<file path="src/rtl/t30_mem_node.sv">
// t30_mem_node: memory node for the node array, built from one storage array.
// Neighbours on the left/right/up/down ports push values into the node and pop them back out.
// MODE 0 gives stack (LIFO) order and MODE 1 gives queue (FIFO) order.
//
// Ports:
//   i_clk, i_reset                       clock and synchronous active-high reset
//   i_<dir>_in_data/_in_valid            write offer from a neighbour
//   o_<dir>_in_ready                     write accepted this cycle
//   o_<dir>_out_data/_out_valid          head value offered to a neighbour
//   i_<dir>_out_ready                    neighbour takes the offered value
//   o_count                              number of stored entries
module t30_mem_node #(
    parameter int unsigned WIDTH = 11,
    parameter int unsigned DEPTH = 15,
    parameter int unsigned MODE  = 0
) (
    input  logic                       i_clk,
    input  logic                       i_reset,
    input  logic [WIDTH-1:0]           i_left_in_data,
    input  logic                       i_left_in_valid,
    output logic                       o_left_in_ready,
    output logic [WIDTH-1:0]           o_left_out_data,
    output logic                       o_left_out_valid,
    input  logic                       i_left_out_ready,
    input  logic [WIDTH-1:0]           i_right_in_data,
    input  logic                       i_right_in_valid,
    output logic                       o_right_in_ready,
    output logic [WIDTH-1:0]           o_right_out_data,
    output logic                       o_right_out_valid,
    input  logic                       i_right_out_ready,
    input  logic [WIDTH-1:0]           i_up_in_data,
    input  logic                       i_up_in_valid,
    output logic                       o_up_in_ready,
    output logic [WIDTH-1:0]           o_up_out_data,
    output logic                       o_up_out_valid,
    input  logic                       i_up_out_ready,
    input  logic [WIDTH-1:0]           i_down_in_data,
    input  logic                       i_down_in_valid,
    output logic                       o_down_in_ready,
    output logic [WIDTH-1:0]           o_down_out_data,
    output logic                       o_down_out_valid,
    input  logic                       i_down_out_ready,
    output logic [$clog2(DEPTH+1)-1:0] o_count
);

    localparam int unsigned AW = $clog2(DEPTH);
    localparam int unsigned CW = $clog2(DEPTH + 1);

    // Port index order doubles as write priority and offer rotation order.
    logic [WIDTH-1:0] r_mem [DEPTH];
    logic [CW-1:0]    r_count;
    logic [AW-1:0]    r_rd_ptr;
    logic [AW-1:0]    r_wr_ptr;
    logic [1:0]       r_offer;
    logic             r_blank;

    logic [WIDTH-1:0] w_in_data [4];
    logic [3:0]       w_in_valid;
    logic [3:0]       w_in_ready;
    logic [3:0]       w_out_ready;
    logic [3:0]       w_out_valid;
    logic [WIDTH-1:0] w_push_data;
    logic [WIDTH-1:0] w_head;
    logic [WIDTH-1:0] w_out_data;
    logic [AW-1:0]    w_top_idx;
    logic [AW-1:0]    w_wr_idx;
    logic [CW-1:0]    w_count_d;
    logic [AW-1:0]    w_rd_ptr_d;
    logic [AW-1:0]    w_wr_ptr_d;
    logic [1:0]       w_offer_d;
    logic             w_blank;
    logic             w_empty;
    logic             w_full;
    logic             w_push;
    logic             w_pop;

    assign w_in_data[0] = i_left_in_data;
    assign w_in_data[1] = i_right_in_data;
    assign w_in_data[2] = i_up_in_data;
    assign w_in_data[3] = i_down_in_data;
    assign w_in_valid   = {i_down_in_valid, i_up_in_valid, i_right_in_valid, i_left_in_valid};
    assign w_out_ready  = {i_down_out_ready, i_up_out_ready, i_right_out_ready, i_left_out_ready};

    // Handshakes stay quiet while reset is held and for the cycle after it.
    assign w_blank = r_blank | i_reset;
    assign w_empty = (r_count == '0);
    assign w_full  = (r_count == CW'(DEPTH));

    // Fixed-priority write arbitration; no bypass when full.
    always_comb begin
        w_in_ready  = '0;
        w_push_data = '0;
        if (!w_blank && !w_full) begin
            if (w_in_valid[0]) begin
                w_in_ready[0] = 1'b1;
                w_push_data   = w_in_data[0];
            end else if (w_in_valid[1]) begin
                w_in_ready[1] = 1'b1;
                w_push_data   = w_in_data[1];
            end else if (w_in_valid[2]) begin
                w_in_ready[2] = 1'b1;
                w_push_data   = w_in_data[2];
            end else if (w_in_valid[3]) begin
                w_in_ready[3] = 1'b1;
                w_push_data   = w_in_data[3];
            end
        end
    end

    assign w_push      = |w_in_ready;
    assign w_out_valid = (!w_blank && !w_empty) ? (4'b0001 << r_offer) : 4'b0000;
    assign w_pop       = w_out_valid[r_offer] & w_out_ready[r_offer];

    // Head selection and write slot.
    always_comb begin
        w_top_idx = AW'(r_count - CW'(1));
        w_head    = '0;
        if (!w_empty) begin
            w_head = (MODE == 0) ? r_mem[w_top_idx] : r_mem[r_rd_ptr];
        end
        w_out_data = w_blank ? '0 : w_head;
        if (MODE == 0) begin
            // On push+pop the old top leaves and the new value takes its slot.
            w_wr_idx = w_pop ? w_top_idx : AW'(r_count);
        end else begin
            w_wr_idx = r_wr_ptr;
        end
    end

    // Next-state for count, queue pointers and offer pointer.
    always_comb begin
        w_count_d  = r_count;
        w_rd_ptr_d = r_rd_ptr;
        w_wr_ptr_d = r_wr_ptr;
        if (w_push && !w_pop) begin
            w_count_d = r_count + CW'(1);
        end else if (!w_push && w_pop) begin
            w_count_d = r_count - CW'(1);
        end
        if (MODE != 0) begin
            if (w_push) begin
                w_wr_ptr_d = (r_wr_ptr == AW'(DEPTH - 1)) ? '0 : r_wr_ptr + AW'(1);
            end
            if (w_pop) begin
                w_rd_ptr_d = (r_rd_ptr == AW'(DEPTH - 1)) ? '0 : r_rd_ptr + AW'(1);
            end
        end
        // Hold the offer while the selected neighbour is taking data, rotate otherwise.
        w_offer_d = (!w_empty && w_out_ready[r_offer]) ? r_offer : r_offer + 2'd1;
    end

    always_ff @(posedge i_clk) begin
        r_blank <= i_reset;
        if (i_reset) begin
            r_count  <= '0;
            r_rd_ptr <= '0;
            r_wr_ptr <= '0;
            r_offer  <= 2'd0;
        end else begin
            r_count  <= w_count_d;
            r_rd_ptr <= w_rd_ptr_d;
            r_wr_ptr <= w_wr_ptr_d;
            r_offer  <= w_offer_d;
        end
    end

    // Storage is not cleared by reset; w_push is already low while reset is high.
    always_ff @(posedge i_clk) begin
        if (w_push) begin
            r_mem[w_wr_idx] <= w_push_data;
        end
    end

    assign o_left_in_ready   = w_in_ready[0];
    assign o_right_in_ready  = w_in_ready[1];
    assign o_up_in_ready     = w_in_ready[2];
    assign o_down_in_ready   = w_in_ready[3];
    assign o_left_out_valid  = w_out_valid[0];
    assign o_right_out_valid = w_out_valid[1];
    assign o_up_out_valid    = w_out_valid[2];
    assign o_down_out_valid  = w_out_valid[3];
    assign o_left_out_data   = w_out_data;
    assign o_right_out_data  = w_out_data;
    assign o_up_out_data     = w_out_data;
    assign o_down_out_data   = w_out_data;
    assign o_count           = r_count;

endmodule

</file>
<file path="config.mk">
export PLATFORM = sky130hd
export DESIGN_NAME = t30_mem_node
export DESIGN_NICKNAME = d
export VERILOG_FILES = /design/src/rtl/t30_mem_node.sv
export SDC_FILE = /design/constraint.sdc
export NUM_CORES = 1
export LEC_CHECK = 0
export ABC_AREA = 1
export BUFFER_PORTS_ARGS = -buffer_cell sky130_fd_sc_hd__buf_2
export CORE_UTILIZATION = 57
export DETAILED_ROUTE_END_ITERATION = 16
export PLACE_DENSITY = 0.79
export SLEW_MARGIN = 10
export SYNTH_ARGS = -nofsm -noshare
export SYNTH_HDL_FRONTEND = slang
export SYNTH_SLANG_ARGS = --single-unit
</file>
<file path="constraint.sdc">
create_clock -name i_clk -period 3.05 [get_ports i_clk]
set_input_delay 0.1525 -clock i_clk [delete_from_list [all_inputs] [get_ports i_clk]]
set_output_delay 0.1525 -clock i_clk [all_outputs]
set_load 0.01 [all_outputs]
</file>
==> summary.txt <==
==================================================================================
Top_reg_cell synth                                                    sky130_fd_sc_hd__edfxtp_1
Clk Latency, worst-skew pair                                               0.43 ns
Synth unique cells                                                              34
Count of flip-flops with a built-in enable after synthesis                     165
Worst clock skew                                                        0.00693 ns
Core ar.                                                               0.0133 mm^2
Clock transition at the registers of the reported paths                    0.06 ns
Power density over the cells                                           747 mW/mm^2
Initial antenna violation count                                                  0
Total count of hold-check failures in the final report                           0
Outcome                                                                  completed
Fraction of post-synthesis cell area in the top cell type by area            62.8%
Total of endpoints with negative setup slack in the final report                 0
I/O pins                                                                       110
DRT antenna net count                                                            0
Worst path buffer plus inverter count                                            3
Post-synthesis sequential area ratio                                         64.6%
Via count of the first global-routing pass                                   5,777
#FFs+latches synth                                                             172
Total negative setup slack                                                    0 ns
Via-per-instance ratio                                                        5.96
Average wire length per cell after detail routing                          19.4 um
Net count, final                                                               875
Worst slew margin relative to its limit                                      47.2%
Clock sink count                                                               172
Die Outline Area                                                       0.0143 mm^2
Signed area change from the synthesized netlist to the final layout          15.7%
Post-Route WL                                                              19.5 mm
Synth Warn #                                                                     0
Synth top cells by count                                              165 x sky130_fd_sc_hd__edfxtp_1, 140 x sky130_fd_sc_hd__nand2_1, 73 x sky130_fd_sc_hd__o21ai_0
Antenna cells                                                                    0
Vias after detailed routing                                                  5,976
Global-route total usage across every layer                                  28.9%
Max Transition Viols Final                                                       0
Overall die height                                                          120 um
Leakage component of the power                                             3.56 nW
Half-perimeter wire length after detailed placement                        12.2 mm
Nature of the critical path endpoint                                   output port
Delay of the slowest cell on the worst path                                0.39 ns
Final worst path period share                                                95.3%
Area of the mapped netlist                                            0.00789 mm^2
Maxcap violations                                                                0
CTS HTree Levels                                                                 4
Clock buffer count from CTS                                                     17
Top cell family by delay on the critical path                         compound AO/OA/AOI/OAI gates
Most common cell in the synthesized netlist                           sky130_fd_sc_hd__edfxtp_1
Worst path required time                                                   2.90 ns
Die X-Extent                                                                120 um
CP cell instances                                                     inv_1 > ha_1 > buf_6 > o21ai_0 > o21ai_0 > a21oi_1 > nor3_1 > buf_2
Final standard cell count with taps included and fillers excluded            1,003
Ratio of cells with drive above 1 in the final layout                        24.4%
Placed cells                                                                   970
Std-Cell Rows                                                                   42
Pin count of the biggest net entering global routing                            82
Cells after Synth                                                              726
Total DRC errors in the routed layout                                            0
Tightest Pin Transition                                                   0.789 ns
Setup repair after global routing missed its margin                          false
Library cell appearing most often on the critical path                sky130_fd_sc_hd__o21ai_0
Root Driver                                                           sky130_fd_sc_hd__clkbuf_16
1st-iter DRT viols                                                             662
Final min period                                                           2.91 ns
Total of buffers placed on input and output ports                              109
Slack of the critical path                                                0.143 ns
Synth async-reset ratio                                                         0%
Initial core utilization                                                     59.1%
Worst setup path class                                                  reg -> out
Worst setup slack before clock tree synthesis                             0.503 ns
Path category of the worst min-delay check                               in -> reg
Max VDD drop                                                                440 uV
Remaining global-route overflow                                                  0
First-pass GRT wire length                                                 30.5 mm
Router iterations before antenna repair                                          6
Maximum clock frequency                                                    344 MHz
Data arrival time at the worst-slack endpoint                              2.75 ns
Placer Congestion                                                            0.905
Yosys top cell by area                                                sky130_fd_sc_hd__edfxtp_1
Main area contributors after synthesis                                sky130_fd_sc_hd__edfxtp_1 63%, sky130_fd_sc_hd__nand2_1 6.7%, sky130_fd_sc_hd__o21ai_0 4.6%
Crit path max fanout                                                            34
Worst path slowest cell                                               sky130_fd_sc_hd__dfxtp_1
Largest buffer count on any clock path                                           2
Syn avg cell area                                                        10.9 um^2
Critical Path Source Type                                                     flop
CTS tree                                                                       yes
Sum of internal, switching and leakage power                             0.00682 W
Post-Syn Nets                                                                  787
==================================================================================
-- repair_timing --
action | CTS | global route
endpoints found under the setup margin | 0 | 43
hold buffers | 1 | 0
setup buffers | 0 | 0
gates resized for setup | 0 | 7
endpoints found under the hold margin | 2 | 0
-- routing by layer --
layer | global-route usage [%] | up-vias | share of wire [%]
li1 | - | 2738 | -
met1 | 37.1 | 2834 | 39
met2 | 47.0 | 353 | 49
met3 | 6.56 | 51 | 9.0
met4 | 12.9 | 0 | 3.1
met5 | 0 | - | 0
-- area by class of cell --
type                       count  area, um^2
fill                         955        4220
clock inverter                15         196
sequential                   172        5100
inverter                      19        71.3
tap                          176         220
multi-input combinational    459        2290
clock buffer                  17         425
timing repair buffer         145         833
-- logic make-up after synthesis --
family | after synthesis | synth area share, %
AO/OA/AOI/OAI | 163 | 11.4
XOR/XNOR | 5 | 0.651
buffers and inverters | 95 | 6.49
flip-flops | 172 | 64.6
AND/OR/NAND/NOR | 284 | 15.8
adder cells (fa/ha/maj) | 7 | 1.11
-- per-stage QoR --
step	instance area [um^2]	utilization (%)	hold slack, ns
finish	9130	68.4	0.254
global route	9130	68.4	0.266
CTS	9110	68.2	0.240
detailed placement	8480	63.5	0.380
global placement	8480	63.5	0.380
floorplan	7890	-	0.180
-- worst paths after layout --
kind | startpoint | endpoint | slack [ns] | cells after the start
worst max-delay path | o_count[1] | o_right_out_data[8] | 0.14 | 8
worst min-delay path | i_left_in_data[5] | r_mem[12][5] | 0.25 | 4
worst max register to register | r_offer[0] | r_mem[12][4] | 0.38 | 12
worst min register to register | r_offer[1] | r_offer[1] | 0.61 | 2
-- registers in the layout, summed over array words and instances, names as in the netlist --
signal / flops
r_offer: 2
r_mem: 165
r_blank: 1
o_count: 4
-- where the power goes --
part	leakage, nW	internal, W	total (W)	switching (W)
clock	0.297	0.00137	0.00224	0.000875
combinational	1.68	0.000565	0.00185	0.00128
sequential	1.58	0.00267	0.00273	0.0000615
-- cell usage in the layout, fill, tap and decap left out, drive strengths merged --
cell	synthesis	layout
edfxtp	165	165
nand2	152	152
buf	50	144
o21ai	75	75
nand3	68	68
a21oi	60	60
nor2	48	48
inv	18	19
clkbuf	26	17
nor3	12	12
o22ai	12	12
a22oi	11	11
clkinv	1	8
ha	7	7
dfxtp	7	7
nand4	4	4
bufinv	0	4
xor2	3	3
clkinvlp	0	3
a211oi	2	2
xnor2	2	2
a41oi	1	1
a32o	1	1
o211ai	1	1
dlygate4sd3	0	1
-- tightest hold or removal path: stages --
cell and delay (ns):
sky130_fd_sc_hd__buf_2 0.07, sky130_fd_sc_hd__nand2_1 0.04, sky130_fd_sc_hd__o21ai_0 0.07, sky130_fd_sc_hd__buf_4 0.21
No activity file was read; power rests on OpenSTA's default activity.
